### src/rtl/xaui_rx_link_sync.sv
// Per-port XAUI receive synchroniser: per-lane code-sync FSMs feeding an ||A|| deskew/alignment FSM.
// Latency: input cycle n appears on outputs at n+2. No backpressure; consumes one column group every cycle.
module xaui_rx_link_sync #(
  parameter int unsigned COMMA_COUNT     = 4,
  parameter int unsigned BAD_CODE_LIMIT  = 4,
  parameter int unsigned GOOD_RUN        = 4,
  parameter int unsigned ALIGN_COUNT     = 4,
  parameter int unsigned ALIGN_ERR_LIMIT = 2,
  parameter int unsigned CNT_W           = 16
) (
  input  logic             xaui_clk,
  input  logic             xaui_rst_n,
  input  logic [63:0]      mgt_rxdata,
  input  logic [7:0]       mgt_rxcharisk,
  input  logic [7:0]       mgt_rxcodevalid,
  input  logic [3:0]       mgt_rxbufferr,
  output logic [3:0]       mgt_rxencommaalign,
  output logic             mgt_rxenchansync,
  output logic [3:0]       lane_sync,
  output logic             align_status,
  output logic             link_up,
  output logic [CNT_W-1:0] code_err_cnt,
  output logic [CNT_W-1:0] align_loss_cnt
);

  typedef enum logic {L_LOSS, L_SYNC} lane_st_e;
  typedef enum logic {A_LOSS, A_ALIGNED} align_st_e;

  localparam logic [7:0] COMMA_LIM = 8'(COMMA_COUNT);
  localparam logic [7:0] BAD_LIM   = 8'(BAD_CODE_LIMIT);
  localparam logic [7:0] GOOD_LIM  = 8'(GOOD_RUN);
  localparam logic [7:0] AL_LIM    = 8'(ALIGN_COUNT);
  localparam logic [7:0] ERR_LIM   = 8'(ALIGN_ERR_LIMIT);

  logic [63:0] data_q;
  logic [7:0]  k_q, v_q;
  logic [3:0]  berr_q;

  lane_st_e        lst_q [4];
  lane_st_e        lst_d [4];
  logic [3:0][7:0] ccnt_q, ccnt_d, cred_q, cred_d, run_q, run_d;

  align_st_e  ast_q, ast_d;
  logic [7:0] acnt_q, acnt_d, ecnt_q, ecnt_d;

  logic [3:0][1:0] comma_n;
  logic [1:0][3:0] a_slot;
  logic [3:0]      bad, lane_sync_d;
  logic [1:0]      al_n;
  logic            mis, all_sync, bad_synced, loss_evt;
  logic            chansync_q, link_up_q;
  logic [CNT_W-1:0] code_err_q, align_loss_q;

  always_comb begin
    comma_n = '0;
    a_slot  = '0;
    bad     = '0;
    for (int l = 0; l < 4; l++) begin
      for (int b = 0; b < 2; b++) begin
        if (k_q[l*2+b] && v_q[l*2+b]) begin
          if (data_q[l*16+b*8 +: 8] == 8'hBC) comma_n[l] = comma_n[l] + 2'd1;
          if (data_q[l*16+b*8 +: 8] == 8'h7C) a_slot[b][l] = 1'b1;
        end
      end
      bad[l] = ~&v_q[l*2 +: 2];
    end
  end

  always_comb begin
    bad_synced = 1'b0;
    for (int l = 0; l < 4; l++) begin
      lst_d[l]  = lst_q[l];
      ccnt_d[l] = ccnt_q[l];
      cred_d[l] = cred_q[l];
      run_d[l]  = run_q[l];
      case (lst_q[l])
        L_LOSS: begin
          // A bad byte anywhere in the cycle discards commas seen alongside it.
          if (bad[l])
            ccnt_d[l] = '0;
          else if (ccnt_q[l] + {6'd0, comma_n[l]} >= COMMA_LIM)
            ccnt_d[l] = COMMA_LIM;
          else
            ccnt_d[l] = ccnt_q[l] + {6'd0, comma_n[l]};
          if (ccnt_d[l] >= COMMA_LIM) begin
            lst_d[l]  = L_SYNC;
            cred_d[l] = '0;
            run_d[l]  = '0;
          end
        end
        L_SYNC: begin
          if (bad[l]) begin
            cred_d[l]  = cred_q[l] + 8'd1;
            run_d[l]   = '0;
            bad_synced = 1'b1;
          end else begin
            if (run_q[l] < GOOD_LIM) run_d[l] = run_q[l] + 8'd1;
            if (run_d[l] == GOOD_LIM && cred_q[l] != 8'd0) begin
              cred_d[l] = cred_q[l] - 8'd1;
              run_d[l]  = '0;
            end
          end
          if (cred_d[l] >= BAD_LIM) begin
            lst_d[l]  = L_LOSS;
            ccnt_d[l] = '0;
          end
        end
        default: ;
      endcase
    end
  end

  always_comb begin
    for (int l = 0; l < 4; l++) begin
      lane_sync[l]   = (lst_q[l] == L_SYNC);
      lane_sync_d[l] = (lst_d[l] == L_SYNC);
    end
  end

  assign all_sync = &lane_sync;
  assign al_n     = {1'b0, &a_slot[0]} + {1'b0, &a_slot[1]};
  assign mis      = (|a_slot[0] & ~&a_slot[0]) | (|a_slot[1] & ~&a_slot[1]);

  always_comb begin
    ast_d    = ast_q;
    acnt_d   = acnt_q;
    ecnt_d   = ecnt_q;
    loss_evt = 1'b0;
    case (ast_q)
      A_LOSS: begin
        if (mis || !all_sync)
          acnt_d = '0;
        else if (acnt_q + {6'd0, al_n} >= AL_LIM)
          acnt_d = AL_LIM;
        else
          acnt_d = acnt_q + {6'd0, al_n};
        if (acnt_d >= AL_LIM) begin
          ast_d  = A_ALIGNED;
          ecnt_d = '0;
        end
      end
      A_ALIGNED: begin
        if (mis)
          ecnt_d = (ecnt_q >= ERR_LIM) ? ecnt_q : ecnt_q + 8'd1;
        else if (al_n != 2'd0)
          ecnt_d = '0;
        if (ecnt_d >= ERR_LIM || !all_sync || |berr_q) begin
          ast_d    = A_LOSS;
          acnt_d   = '0;
          loss_evt = 1'b1;
        end
      end
      default: ;
    endcase
  end

  always_ff @(posedge xaui_clk or negedge xaui_rst_n) begin
    if (!xaui_rst_n) begin
      data_q       <= '0;
      k_q          <= '0;
      v_q          <= '0;
      berr_q       <= '0;
      for (int l = 0; l < 4; l++) lst_q[l] <= L_LOSS;
      ccnt_q       <= '0;
      cred_q       <= '0;
      run_q        <= '0;
      ast_q        <= A_LOSS;
      acnt_q       <= '0;
      ecnt_q       <= '0;
      chansync_q   <= 1'b0;
      link_up_q    <= 1'b0;
      code_err_q   <= '0;
      align_loss_q <= '0;
    end else begin
      data_q     <= mgt_rxdata;
      k_q        <= mgt_rxcharisk;
      v_q        <= mgt_rxcodevalid;
      berr_q     <= mgt_rxbufferr;
      for (int l = 0; l < 4; l++) lst_q[l] <= lst_d[l];
      ccnt_q     <= ccnt_d;
      cred_q     <= cred_d;
      run_q      <= run_d;
      ast_q      <= ast_d;
      acnt_q     <= acnt_d;
      ecnt_q     <= ecnt_d;
      chansync_q <= (ast_d == A_LOSS) && (&lane_sync_d);
      link_up_q  <= (ast_d == A_ALIGNED) && (&lane_sync_d) && !(|berr_q);
      if (bad_synced && code_err_q != '1) code_err_q <= code_err_q + 1'b1;
      if (loss_evt && align_loss_q != '1) align_loss_q <= align_loss_q + 1'b1;
    end
  end

  assign mgt_rxencommaalign = ~lane_sync;
  assign mgt_rxenchansync   = chansync_q;
  assign align_status       = (ast_q == A_ALIGNED);
  assign link_up            = link_up_q;
  assign code_err_cnt       = code_err_q;
  assign align_loss_cnt     = align_loss_q;

endmodule

### config.mk
export PLATFORM = sky130hd
export DESIGN_NAME = xaui_rx_link_sync
export DESIGN_NICKNAME = d
export VERILOG_FILES = /design/src/rtl/xaui_rx_link_sync.sv
export SDC_FILE = /design/constraint.sdc
export NUM_CORES = 1
export LEC_CHECK = 0
export ABC_AREA = 1
export CORE_UTILIZATION = 49
export CTS_BUF_LIST = sky130_fd_sc_hd__clkbuf_4 sky130_fd_sc_hd__clkbuf_8 sky130_fd_sc_hd__clkbuf_16
export DETAILED_ROUTE_END_ITERATION = 8
export PLACE_DENSITY = 0.78
export SYNTH_ARGS = -nofsm -noshare
export SYNTH_HDL_FRONTEND = slang
export SYNTH_SLANG_ARGS = --single-unit
### constraint.sdc
create_clock -name xaui_clk -period 6.01 [get_ports xaui_clk]
set_input_delay 1.202 -clock xaui_clk [delete_from_list [all_inputs] [get_ports xaui_clk]]
set_output_delay 1.202 -clock xaui_clk [all_outputs]
set_load 0.02 [all_outputs]
# Word level (Yosys, flattened, before mapping)

Cells that the tools add are included.

RAM bits: 0
Bits in latches: 0
Word-level logic and storage cells: 286
Register bits: 235
ROM bits: 0
Memories kept: 0
Output and inout bits: 43
Input port bits: 86

Bitwise logic cells: 10
Magnitude comparators: 20
Divide/modulo/power cells: 0
Muxes and demuxes: 132
Equal/unequal tests: 32
Reductions and logical operators: 40
Multipliers: 0
Add/subtract/negate cells: 25
Shifts and indexed selects: 0

Operators with widths:

| operator                                                           | count |
|---|---|
| two-way mux 8 bit                                                  | 61 |
| one-hot mux 8 bit (2 select lines)                                 | 14 |
| greater-or-equal comparator 8 x 3 -> 1 bit (second input constant) | 14 |
| adder 8 x 1 -> 8 bit (second input constant)                       | 9 |
| equality test 8 x 7 -> 1 bit (second input constant)               | 8 |
| equality test 8 bit (second input constant)                        | 8 |
| two-way mux 1 bit                                                  | 43 |
| adder 8 x 2 -> 8 bit                                               | 5 |
| adder 16 x 1 -> 16 bit (second input constant)                     | 2 |
| equality test 8 x 3 -> 1 bit (second input constant)               | 4 |
| < comparator 8 x 3 -> 1 bit (second input constant)                | 4 |
| inequality test 16 bit (second input constant)                     | 2 |
| nonzero test 8 bit                                                 | 4 |
| subtractor 8 x 1 -> 8 bit (second input constant)                  | 4 |
| two-way mux 2 bit                                                  | 9 |
| logical AND 1 bit                                                  | 17 |
| greater-or-equal comparator 8 x 2 -> 1 bit (second input constant) | 2 |
| AND reduction 4 bit                                                | 4 |
| OR reduction 4 bit                                                 | 3 |
| inequality test 2 x 1 -> 1 bit (second input constant)             | 5 |
| inequality test 2 bit (second input constant)                      | 5 |
| one-hot mux 1 bit (2 select lines)                                 | 5 |
| adder 2 x 1 -> 2 bit (second input constant)                       | 4 |
| AND reduction 2 bit                                                | 4 |
| other kinds (8)                                                    | 19 |

# Logic depth before layout (Yosys ltp)

Gate-level depths: netlist of the first run.

Depth after elaboration: 17
Gate-level depth with buffers: 22

# Least setup slack after synthesis of the first run

No wires, ideal clock.

Path kind: register -> register
Start point: register data_q[17]
End point: register chansync_q (netlist: mgt_rxenchansync)
Cell stages (with the launch flop): 21
Data arrival time: 2,626 ps
Clock period less this slack: 2,751 ps
Setup slack: 3,259 ps
Path through: dfrtp_1 > nor2_1 > nand3_1 > nor4_1 > ha_1 > nor2_1 > nor2_1 > ha_1 > fa_1 > inv_1 > nor2_1 > o21ai_0 > o2111ai_1 > nand2_1 > nor2_1 > inv_1 > nand2_4 > nand2_1 > inv_2 > nand3_2 > nor2_1

Longest elaborated chain between the ends: 16
Elaborated cells on any way between the ends: 43
Those cells by class: add/sub: 4; order compare: 5; eq/ne: 2; mux: 20; bitwise: 3; reduce/logical: 9

RTL lines:

| element                                      | RTL line | text |
|---|---|---|
| from (decl)                                  | 35       | `logic [63:0] data_q;` |
| from (signal assigned)                       | 175      | `data_q <= mgt_rxdata;` |
| equality test 8 bit *                        | 61       | `if (data_q[l*16+b*8 +: 8] == 8'hBC) comma_n[l] = comma_n[l] + 2'd1;` |
| two-way mux 1 bit *                          | 61       |  |
| two-way mux 1 bit *                          | 60       | `if (k_q[l*2+b] && v_q[l*2+b]) begin` |
| adder 2 x 1 -> 2 bit                         | 61       |  |
| two-way mux 2 bit                            | 61       |  |
| two-way mux 2 bit *                          | 60       |  |
| adder 8 x 2 -> 8 bit *                       | 81, 84   |  |
| greater-or-equal comparator 8 x 3 -> 1 bit   | 81       | `else if (ccnt_q[l] + {6'd0, comma_n[l]} >= COMMA_LIM)` |
| two-way mux 8 bit *                          | 81       |  |
| two-way mux 8 bit *                          | 79       | `if (bad[l])` |
| two-way mux 8 bit *                          | 76       | `case (lst_q[l])` |
| greater-or-equal comparator 8 x 3 -> 1 bit * | 85       | `if (ccnt_d[l] >= COMMA_LIM) begin` |
| two-way mux 1 bit *                          | 85       |  |
| one-hot mux 1 bit (2 select lines) *         | 76       |  |
| named net lane_sync_d[1]                     | 48       | `logic [3:0] bad, lane_sync_d;` |
| AND reduction 4 bit *                        | 186      | `chansync_q <= (ast_d == A_LOSS) && (&lane_sync_d);` |
| logical AND 1 bit *                          | 186      |  |
| to (signal assigned)                         | 186      |  |
| to (decl)                                    | 51       | `logic chansync_q, link_up_q;` |

Mark *: on every way through the listed nets, which the timed path passes. The rest lies on a longest branch. The select of a mux whose other input is x is not followed.
A chain may end at the register's enable or synchronous reset.

# Final worst setup path of the first run

Start point: register lst_q (netlist bit lane_sync[1])
End point: output port mgt_rxencommaalign[1]

Longest elaborated chain between the ends: 1

RTL lines:

| element     | RTL line | text |
|---|---|---|
| from (decl) | 39       | `lane_st_e lst_q [4];` |
| NOT 4 bit   | 193      | `assign mgt_rxencommaalign = ~lane_sync;` |
| to (decl)   | 17       | `output logic [3:0] mgt_rxencommaalign,` |

Every way passes these cells.

==> out/qor.log, run 1 <==
qor: place.place_ws 2.82 ns
qor: die.core-area 0.0228 mm2
qor: route.drtIter0Drc 551
qor: timing.hold_violations 0
qor: synth.synth_edf_count 0
qor: route.route.antenna.remaining_nets 0
qor: timing.slew_of_the_pin_with_the_lowest_slew_margin 0.989 ns
qor: cells_and_area.antenna_cells 0
qor: synth.yosysUniqueCellTypes 49
qor: synth.yosys_register_bits 235
qor: timing.final-max-slew-violation-count 0
qor: global_route.grt_util_all_layers 21.2%
qor: clock_network.cts_sinks 235
qor: place.port_buffers 128
qor: timing.timing.hold.ws 0.472 ns
qor: global_route.grt_pass1_vias 8,721
qor: timing.max_slew_margin 34.1%
qor: critical_path.timing.reg2reg.setup_slack 2.77 ns
qor: die.std_cell_rows 55
qor: place.placedCellCount 1,731
qor: route.detail_route.wirelength 25,000 um
qor: global_route.antenna_found_initial 0
qor: clock_network.cts-htree-levels 1
qor: synth.mappedNetlistArea 0.0115 mm2
qor: route.detailroute.via_count 9,094
qor: critical_path.worst-path-max-fanout 13
qor: die.io_pins 129
qor: route.routed_via_density 5.11
qor: synth.yosys-mux-area-fraction 0.0982%
qor: cells_and_area.area.sequential 0.00588 mm2
qor: worst_hold_path.hold_path_class reg2reg
qor: cells_and_area.finish.utilization 61.4%
qor: power.power.density 248 mW/mm2
qor: clock_network.number_of_buffers_on_the_longest_clock_path 3
qor: route.drc 0
qor: timing.fmaxAchievable 297 MHz
qor: timing.grt_setup_unrepaired no
qor: timing.final.period_utilization 56.1%
qor: synth.yosys.area.top_type dfrtp_1
qor: clock_network.clk_pin_slew 0.06 ns
qor: clock_network.tritoncts_clock_tree done
qor: die.die_area 0.0240 mm2
qor: timing.finalCriticalPeriod 3.37 ns
qor: clock_network.cts_root_buffer clkbuf_16
qor: synth.seq_area_frac_synth 51.3%
qor: synth.synth_ff_type dfrtp_1
qor: synth.synthXorXnorAreaFrac 3.66%
qor: synth.ys_top_cells_by_area dfrtp_1, nand2_1, inv_1
qor: place.place_congestion 0.846
qor: clock_network.post_cts_hold_buffer_count 0
qor: route.post_drt_wl_per_cell 14.0 um
qor: synth.synth_top_family_by_area simple AND/OR/NAND/NOR gates
qor: synth.syn-instance-count 1,310
qor: synth.yosysTopAreaCellShare 51.3%
qor: synth.synthArstFlopShare 100%
qor: power.power.ir.vdd_worst 301 uV
qor: clock_network.cts-resized-gates 0
qor: timing.finalClockSkew 0.00955 ns
qor: power.leakagePower 6.60 nW
qor: flow_run.drv.max_cap_violation_count 0
qor: die.die_w 155 um
qor: synth.synthesized_area_per_cell 8.76 um2
qor: critical_path.cp_data_required_time 4.81 ns
qor: critical_path.worst-setup-path-type reg2out
qor: clock_network.cts_buffers 26
qor: place.post-dp-hpwl 17,800 um
qor: clock_network.cts_setup_buffers 0
qor: clock_network.clk-insertion-delay-late 0.52 ns
qor: global_route.gr-total-overflow 0
qor: synth.synthesis.yosys.warnings 0
qor: outcome.run_status finished, final reports clean
qor: global_route.grt_max_degree 135
qor: cells_and_area.layoutNonFillerInstCount 1,779
qor: die.die-height 155 um
qor: cells_and_area.num-nets-final 1,573
qor: cells_and_area.syn_to_final_growth 21.8%
qor: route.first_pass_iters 4
qor: cells_and_area.multi_input_area 0.00477 mm2
qor: die.initial_core_util 50.4%
qor: cells_and_area.post_route_cells_drive_above_1_share 8.59%
qor: timing.setup_viol 0
qor: critical_path.critical_path_arrival 2.17 ns
qor: synth.yosys.area_share.simple 26.2%
qor: cells_and_area.fill_cells 1,926
qor: critical_path.critPathCaptureType output pin
qor: synth.postSynthNetCount 1,437
qor: global_route.grt_first_pass_wirelength 41,700 um
qor: timing.tns 0 ns
qor: synth.synth-adder-area-share 4.80%
qor: synth.synth_compound_gate_area_share 6.83%
qor: timing.final_critical_path_setup_slack 2.64 ns
qor: critical_path.startpoint_type flip-flop
-- worst max-delay path: stages, from the launching register on --
cell,delay (ns)
dfrtp_1,0.50
inv_1,0.45
clkdlybuf4s50_1,0.71
-- final timing paths --
kind	startpoint	to	cells after the start
hold reg to reg	acnt_q[2]$_DFFE_PN0P_	acnt_q[2]$_DFFE_PN0P_	2
setup / recovery	lane_sync[1]$_DFF_PN0_	mgt_rxencommaalign[1]	2
max in group asynchronous	xaui_rst_n	align_loss_cnt[8]$_DFFE_PN0P_	2
min in group asynchronous	xaui_rst_n	cred_q[15]$_DFFE_PN0P_	1
hold / removal	acnt_q[2]$_DFFE_PN0P_	acnt_q[2]$_DFFE_PN0P_	2
setup reg to reg	data_q[49]$_DFF_PN0_	cred_q[25]$_DFFE_PN0P_	16
-- synth_stat cells (3+ instances only) --
cell	instances
o32ai_1	6
nand2_1	259
buf_6	3
fa_1	5
o31ai_1	4
nand2_2	22
nor2_2	16
buf_2	6
o21ai_0	57
nor2_4	4
nand3_1	121
o2111ai_1	3
o21ai_1	7
nor3b_1	6
o21ai_2	7
a21oi_1	13
xor2_1	32
nor4_1	12
o21a_1	3
clkbuf_1	8
inv_1	174
xnor2_1	16
inv_2	9
o22ai_1	22
ha_1	36
nand4_1	26
nor3_1	30
dfrtp_1	235
nand2_4	5
a21boi_0	3
nor2_1	131
nand3b_1	6
nand3_2	4
nor3_2	3
-- power by group --
part           internal [mW]  switching, mW  leakage [nW]  total, mW
registers               1.61         0.0109          3.09       1.62
clock network           1.06          0.638         0.467       1.70
logic                 0.0687         0.0814          3.04      0.150
-- stage by stage --
| step | cell area, um2 | total power, mW |
|---|---|---|
| after floorplan | 11500 | 1.70 |
| after global placement | 13000 | 1.80 |
| after detailed placement | 13000 | 1.80 |
| after CTS | 14000 | 3.51 |
| after global routing | 14000 | 3.60 |
| final | 14000 | 3.47 |
-- layout by cell type, fill, tap and decap left out, types with 22 or more instances in the layout --
cell type and n:
nor2_1 131, nor3_1 30, o21ai_0 57, nand4_1 26
inv_1 174, o22ai_1 22, nand3_1 121, ha_1 36
clkbuf_16 27, clkdlybuf4s50_1 127, xor2_1 32, nand2_2 22
dfrtp_1 235, nand2_1 259
-- registers in the layout, summed over array words and instances, names as in the netlist --
name / flops
data_q: 64
ccnt_q: 32
cred_q: 32
run_q: 32
align_loss_cnt: 16
code_err_cnt: 16
acnt_q: 8
ecnt_q: 8
k_q: 8
v_q: 8
berr_q: 4
lane_sync: 4
align_status: 1
link_up: 1
mgt_rxenchansync: 1
-- kinds of logic after synthesis --
kind of cell / after synthesis
compound gates: 130
xor+xnor: 48
fa+ha+maj: 41
buf+inv: 204
flops: 235
mux: 1
simple gates: 651
-- layer usage --
layer  vias to the layer above  routed length, um  global-route usage, %
met5                         -                  0                      0
met3                        39               1390                   3.90
met2                       199              11800                   34.7
met1                      4329              11300                   29.1
met4                         0                529                   5.85
li1                       4527                  -                      -
-- cell type report --
type	instances	share of cell area, %
clock buffers	36	5.45
clock inverters	12	1.24
inverters	183	4.91
multi-input cells	871	34.2
flip-flops and latches	235	42.1
well taps	313	2.80
repair buffers	129	9.35
Power figures use the tool's default switching activity.
==> run 2, diff against run 1 <==
PLACE_DENSITY = 0.81   (was 0.78)
clock period = 2.9 ns   (was 6.01 ns; I/O delays follow)
==> run 2 against run 1 <==
Compared with the run above: the flow now finishes with violations (setup timing); first-iteration DRC count fell by 4.2%; core utilization rose by 4.7 points; combinational power rose by 130%; final area rose by 7.7%; power rose by 100%.
==> out/qor.log, run 2 (same netlist as run 1, synthesis figures left out) <==
qor: place.port_buffers 128 [unchanged]
qor: cells_and_area.multi_input_area 0.00541 mm2 [+13%]
qor: die.die-height 155 um [unchanged]
qor: critical_path.worst-setup-path-type reg2reg
qor: timing.final.period_utilization 104%
qor: route.detail_route.wirelength 27,500 um [+10%]
qor: global_route.grt_first_pass_wirelength 43,800 um [+5.2%]
qor: global_route.antenna_found_initial 0 [unchanged]
qor: die.std_cell_rows 55 [unchanged]
qor: critical_path.cp_data_required_time 3.32 ns [-1.49 ns]
qor: cells_and_area.layout_common_cells nand2_1, dfrtp_1, inv_1
qor: timing.hold_violations 0 [unchanged]
qor: global_route.grt_max_degree 77 [-43%]
qor: timing.fmaxAchievable 332 MHz
qor: worst_hold_path.hold_path_class in2async
qor: die.die_area 0.0240 mm2 [unchanged]
qor: outcome.violations setup timing
qor: power.power.density 468 mW/mm2 [+88%]
qor: timing.finalClockSkew 0.0125 ns [+0.00294 ns]
qor: timing.final-max-slew-violation-count 0 [unchanged]
qor: route.detailroute.wirelength.met3 1300 um [-6.2%]
qor: cells_and_area.num-nets-final 1,633 [+3.8%]
qor: flow_run.drv.max_cap_violation_count 0 [unchanged]
qor: outcome.run_status complete, but fails checks
qor: route.drtIter0Drc 528 [-4.2%]
qor: power.leakagePower 6.94 nW [+5.2%]
qor: timing.finalCriticalPeriod 3.01 ns
qor: route.post_drt_wl_per_cell 15.0 um [+6.7%]
qor: critical_path.startpoint_type flip-flop
qor: cells_and_area.syn_to_final_growth 31.2%
qor: critical_path.critPathSlowestCell dfrtp_1
qor: clock_network.cts-htree-levels 1 [unchanged]
qor: cells_and_area.largest_register_ff_count 64 [unchanged]
qor: route.route.top_layer_used met4
qor: timing.final_critical_path_setup_slack -0.108 ns [-2.75 ns]
qor: clock_network.clk_pin_slew 0.06 ns [about the same]
qor: die.core-area 0.0228 mm2 [unchanged]
qor: die.io_pins 129 [unchanged]
qor: die.die_w 155 um [unchanged]
qor: cells_and_area.fill_cells 1,720 [-11%]
qor: cells_and_area.final_common_cell nand2_1
qor: cells_and_area.antenna_cells 0 [unchanged]
qor: place.place_ws -0.172 ns [-3.00 ns]
qor: clock_network.tritoncts_clock_tree done
qor: timing.slew_of_the_pin_with_the_lowest_slew_margin 0.647 ns [-0.342 ns]
qor: critical_path.critical_path_arrival 3.42 ns [+1.25 ns]
qor: clock_network.cts_root_buffer clkbuf_16
qor: route.first_pass_iters 5 [+1]
qor: cells_and_area.post_route_cells_drive_above_1_share 19.7% [+11 points]
qor: global_route.grt_pass1_vias 9,432 [+8.2%]
qor: route.route.antenna.remaining_nets 0 [unchanged]
qor: die.initial_core_util 50.4% [unchanged]
qor: critical_path.cp_slowest_stage_delay 0.35 ns [-0.36 ns]
qor: clock_network.cts_sinks 235 [unchanged]
qor: timing.tns -1.27 ns [-1.27 ns]
qor: critical_path.critPathCaptureType flip-flop
qor: timing.grt_setup_unrepaired yes
qor: place.place_congestion 0.924 [+9.2%]
qor: global_route.grt_util_all_layers 22.3% [+1.0 points]
qor: cells_and_area.max_flop_register data_q
qor: critical_path.worst-path-max-fanout 3 [-10]
qor: route.drc 0 [unchanged]
qor: power.power.ir.vdd_worst 473 uV [+57%]
qor: route.routed_via_density 5.22 [+2.2%]
qor: global_route.gr-total-overflow 0 [unchanged]
qor: route.detailroute.wirelength.met2 13,900 um [+18%]
qor: route.m1WireLength 11,400 um [+1.5%]
qor: clock_network.number_of_buffers_on_the_longest_clock_path 3 [unchanged]
qor: place.post-dp-hpwl 18,700 um [+5.0%]
qor: timing.max_slew_margin 56.5% [+22 points]
qor: clock_network.clk-insertion-delay-late 0.53 ns [about the same]
qor: clock_network.cts_buffers 26 [unchanged]
qor: clock_network.post_cts_hold_buffer_count 0 [unchanged]
qor: cells_and_area.area.sequential 0.00588 mm2 [unchanged]
qor: route.detailroute.via_count 9,587 [+5.4%]
qor: critical_path.crit_path_cell_trace nand4_1, buf_4, nor4_4, ha_1, nor2_2, nor2_1, ha_2, fa_2, inv_2, buf_4, buf_4, o2111ai_2, nand2_2, nor2_2, inv_2, nand2_4, nand2_2, inv_2, nand3_2, nor2_1
qor: timing.setup_viol 23 [+23]
-- run 2: changes by cell type in the layout (fill, tap and decap cells not counted), sizes merged --
cell	delta
clkinvlp	-1
bufinv	-2
nand2	+1
inv	-1
buf	+59
-- run 2: final timing paths --
| path | to | slack, ns | cells past startpoint | start |
|---|---|---|---|---|
| max in group asynchronous | code_err_cnt[9]$_DFFE_PN0P_ | 2.14 | 2 | xaui_rst_n |
| worst min register to register | ecnt_q[5]$_DFFE_PN0P_ | 0.49 | 2 | ecnt_q[5]$_DFFE_PN0P_ |
| min in group xaui_clk | data_q[53]$_DFF_PN0_ | 0.48 | 1 | mgt_rxdata[53] |
| worst max register to register | mgt_rxenchansync$_DFF_PN0_ | -0.11 | 20 | v_q[2]$_DFF_PN0_ |
| worst min-delay path | run_q[9]$_DFFE_PN0P_ | 0.01 | 1 | xaui_rst_n |
| worst max-delay path | mgt_rxenchansync$_DFF_PN0_ | -0.11 | 20 | v_q[2]$_DFF_PN0_ |
-- run 2: critical path, delay by kind of cell, from the launching register on --
kind | cells | cell delay, ns
compound gates | 1 | 0.17
fa+ha+maj | 3 | 0.81
buf+inv | 6 | 0.58
flops | 1 | 0.35
simple gates | 10 | 0.98
-- run 2: cell type report --
| class | count | area share, % |
|---|---|---|
| clock inverters | 8 | 0.673 |
| repair buffers | 188 | 12.0 |
| multi-input cells | 872 | 35.9 |
| clock buffers | 36 | 5.15 |
| flip-flops and latches | 235 | 39.1 |
| inverters | 183 | 4.58 |
| well taps | 313 | 2.60 |
-- run 2: timing repair --
item | 4_1_cts | 5_1_grt
cloned | 0 | 1
pin swaps | 26 | 50
buffers inserted | 11 | 8
resized for setup | 49 | 130
setup endpoints to repair | 78 | 94
-- run 2: where the power goes --
part / switching [mW] / leakage (nW) / internal, mW
combinational: 0.189 / 3.41 / 0.158
sequential: 0.0242 / 3.09 / 3.34
clock: 1.30 / 0.442 / 2.03
total: 1.51 / 6.94 / 5.53
-- run 2: layer usage --
layer / GRT usage [%] / vias up
met5: 0 / -
met4: 7.87 / 0
met3: 3.06 / 60
met2: 39.2 / 237
met1: 28.0 / 4637
li1: - / 4653
-- run 2: per-stage QoR --
stage               power (mW)  area [um2]  instances  util [%]  hold WS, ns
floorplan                 3.52       11500       1310         -        0.284
global placement          3.74       13400       1771      58.7        0.460
detailed placement        3.75       13400       1771      58.7        0.485
CTS                       7.09       14500       1826      63.6       0.0296
global route              7.26       15100       1835      66.1       0.0562
finish                    7.04       15100       1835      66.1       0.0101
==> run 3, diff against run 2 <==
CORE_MARGIN = 8   (was default)
PLACE_DENSITY = 0.74   (was 0.81)
==> run 3 against run 2 <==
Compared with the run above: the run still ends with setup timing left; first-iteration DRC count increased by 18%; flip-flop and latch count unchanged; core utilization decreased by 1.1 points; via count decreased by 0.53%; die area increased by 19%; clock-buffer cell count unchanged; critical path depth decreased by 2; cell count increased by 0.82%; combinational power about the same; register-to-register slack about the same; clock skew about the same.
==> out/qor.log, run 3 (same netlist as run 1, synthesis figures left out) <==
qor: global_route.grt_util_all_layers 18.9% [-3.3 points]
qor: timing.tns -0.733 ns [+0.536 ns]
qor: place.place_congestion 0.894 [-3.2%]
qor: route.post_drt_wl_per_cell 14.9 um [-0.72%]
qor: power.leakagePower 6.98 nW [+0.53%]
qor: timing.final.period_utilization 104% [about the same]
qor: clock_network.post_cts_hold_buffer_count 0 [unchanged]
qor: power.power.total 7.21 mW [+2.4%]
qor: outcome.violations setup timing
qor: critical_path.cp_data_required_time 3.31 ns [about the same]
qor: route.drtIter0Drc 624 [+18%]
qor: global_route.gr-total-overflow 0 [unchanged]
qor: timing.finalCriticalPeriod 3.01 ns [+0.00279 ns]
qor: timing.fmaxAchievable 332 MHz [about the same]
qor: place.postPlaceCellArea 0.0135 mm2 [+0.94%]
qor: clock_network.cts_sinks 235 [unchanged]
qor: global_route.grt_first_pass_wirelength 45,300 um [+3.4%]
qor: cells_and_area.max_flop_register data_q
qor: global_route.antenna_found_initial 2 [+2]
qor: timing.final-max-slew-violation-count 0 [unchanged]
qor: die.std_cell_rows 56 [+1.8%]
qor: place.place_ws -0.167 ns [+0.00576 ns]
qor: critical_path.timing.reg2reg.setup_slack -0.11 ns [about the same]
qor: worst_hold_path.hold_path_class in2async
qor: route.route.antenna.remaining_nets 0 [unchanged]
qor: clock_network.tritoncts_clock_tree done
qor: die.die_area 0.0286 mm2 [+19%]
qor: die.die_w 169 um [+9.0%]
qor: place.port_buffers 128 [unchanged]
qor: power.power.ir.vdd_worst 523 uV [+11%]
qor: clock_network.clk_pin_slew 0.06 ns [about the same]
qor: global_route.grt_max_degree 80 [+3.9%]
qor: timing.timing.hold.ws 0.0137 ns [+0.00352 ns]
qor: timing.max_slew_margin 58.4% [+1.9 points]
qor: timing.setup_viol 19 [-17%]
qor: route.detailroute.via_count 9,536 [-0.53%]
qor: outcome.run_status complete, but fails checks
qor: critical_path.worst-path-max-fanout 3 [unchanged]
qor: die.io_pins 129 [unchanged]
qor: critical_path.worst-setup-path-type reg2reg
qor: cells_and_area.antenna_cells 0 [unchanged]
qor: cells_and_area.fin_area 0.0151 mm2 [+0.49%]
qor: critical_path.critical_path_arrival 3.42 ns [about the same]
qor: power.power.density 477 mW/mm2 [+1.9%]
qor: timing.hold_violations 0 [unchanged]
qor: cells_and_area.post_route_cells_drive_above_1_share 19.5% [-0.25 points]
qor: flow_run.drv.max_cap_violation_count 0 [unchanged]
qor: cells_and_area.largest_register_ff_count 64 [unchanged]
qor: place.placedCellCount 1,791 [+1.1%]
qor: clock_network.number_of_buffers_on_the_longest_clock_path 3 [unchanged]
qor: cells_and_area.num-nets-final 1,639 [+0.37%]
qor: cells_and_area.layoutNonFillerInstCount 1,850 [+0.82%]
qor: cells_and_area.syn_to_final_growth 31.9%
qor: critical_path.r2r_cells 18 [-10%]
qor: route.routed_via_density 5.15 [-1.3%]
qor: clock_network.cts_root_buffer clkbuf_16
qor: global_route.grt_pass1_vias 9,595 [+1.7%]
qor: route.drc 0 [unchanged]
qor: timing.final_critical_path_setup_slack -0.111 ns [-0.00278 ns]
qor: die.initial_core_util 49.3% [-1.0 points]
qor: timing.slew_of_the_pin_with_the_lowest_slew_margin 0.624 ns [-0.0227 ns]
qor: critical_path.startpoint_type flip-flop
qor: timing.grt_setup_unrepaired yes
qor: cells_and_area.layout_common_cells nand2_1, dfrtp_1, inv_1
qor: critical_path.critPathCaptureType flip-flop
qor: die.die-height 169 um [+9.0%]
qor: place.post-dp-hpwl 19,500 um [+4.4%]
qor: clock_network.cts-htree-levels 1 [unchanged]
qor: clock_network.clk-insertion-delay-late 0.53 ns [about the same]
qor: timing.finalClockSkew 0.0125 ns [+0.0000383 ns]
qor: clock_network.cts_buffers 27 [+3.8%]
qor: die.core-area 0.0233 mm2 [+2.1%]
qor: cells_and_area.finish.utilization 65.0% [-1.1 points]
qor: route.detail_route.wirelength 27,500 um [about the same]
qor: route.first_pass_iters 5 [unchanged]
qor: cells_and_area.final_common_cell nand2_1
[run 3: changes by cell type in the layout (fill, tap and decap cells not counted), moves of 4 or more]
cell	previous run	this run
nand2_1	242	247
o21ai_0	32	37
clkinvlp_4	0	5
o22ai_2	19	15
nand2_2	33	29
o21ai_1	24	17
[run 3: final timing paths]
| kind | from | to |
|---|---|---|
| max | data_q[33]$_DFF_PN0_ | mgt_rxenchansync$_DFF_PN0_ |
| min | xaui_rst_n | cred_q[15]$_DFFE_PN0P_ |
| max in group asynchronous | xaui_rst_n | berr_q[0]$_DFF_PN0_ |
| min reg2reg | acnt_q[2]$_DFFE_PN0P_ | acnt_q[2]$_DFFE_PN0P_ |
| max reg2reg | data_q[33]$_DFF_PN0_ | mgt_rxenchansync$_DFF_PN0_ |
| min in group xaui_clk | acnt_q[2]$_DFFE_PN0P_ | acnt_q[2]$_DFFE_PN0P_ |
[run 3: worst max-delay path: stages (launching register included)]
cell     delay (ns)
dfrtp_1        0.37
nor3_2         0.23
nand3_1        0.16
nor3_2         0.19
ha_1           0.27
nor2_1         0.13
nor2_1         0.07
ha_2           0.18
fa_2           0.37
xnor2_2        0.16
nand3_1        0.08
o21ai_1        0.09
nand4_1        0.16
nand3_2        0.13
nand2_2        0.08
nand2_2        0.08
inv_2          0.04
nand3_2        0.08
nor2_1         0.05
[run 3: power by group]
part           internal, mW  leakage, nW  total (mW)  switching, mW
registers              3.34         3.09        3.36         0.0233
clock network          2.16        0.451        3.50           1.34
logic                 0.159         3.44       0.347          0.188
[run 3: area by class of cell]
cell class	instances	area, um2
fillers	1893	8130
flip-flops and latches	235	5880
multi-input cells	871	5340
repair buffers	194	1880
clock buffers	36	787
inverters	183	692
well taps	319	399
clock inverters	12	148
[run 3: metal layers]
layer | GRT usage (%) | up-vias | part of all wire [%]
met5 | 0 | - | 0.047
met4 | 5.31 | 2 | 2.0
met3 | 4.15 | 48 | 5.6
met2 | 32.2 | 201 | 50
met1 | 24.0 | 4624 | 42
li1 | - | 4661 | -
[run 3: timing repair]
item | in CTS | in global routing
setup buffers | 2 | 9
pin swaps | 13 | 40
endpoints found under the setup margin | 55 | 92
hold endpoints to repair | 0 | 0
gates resized for setup | 30 | 134
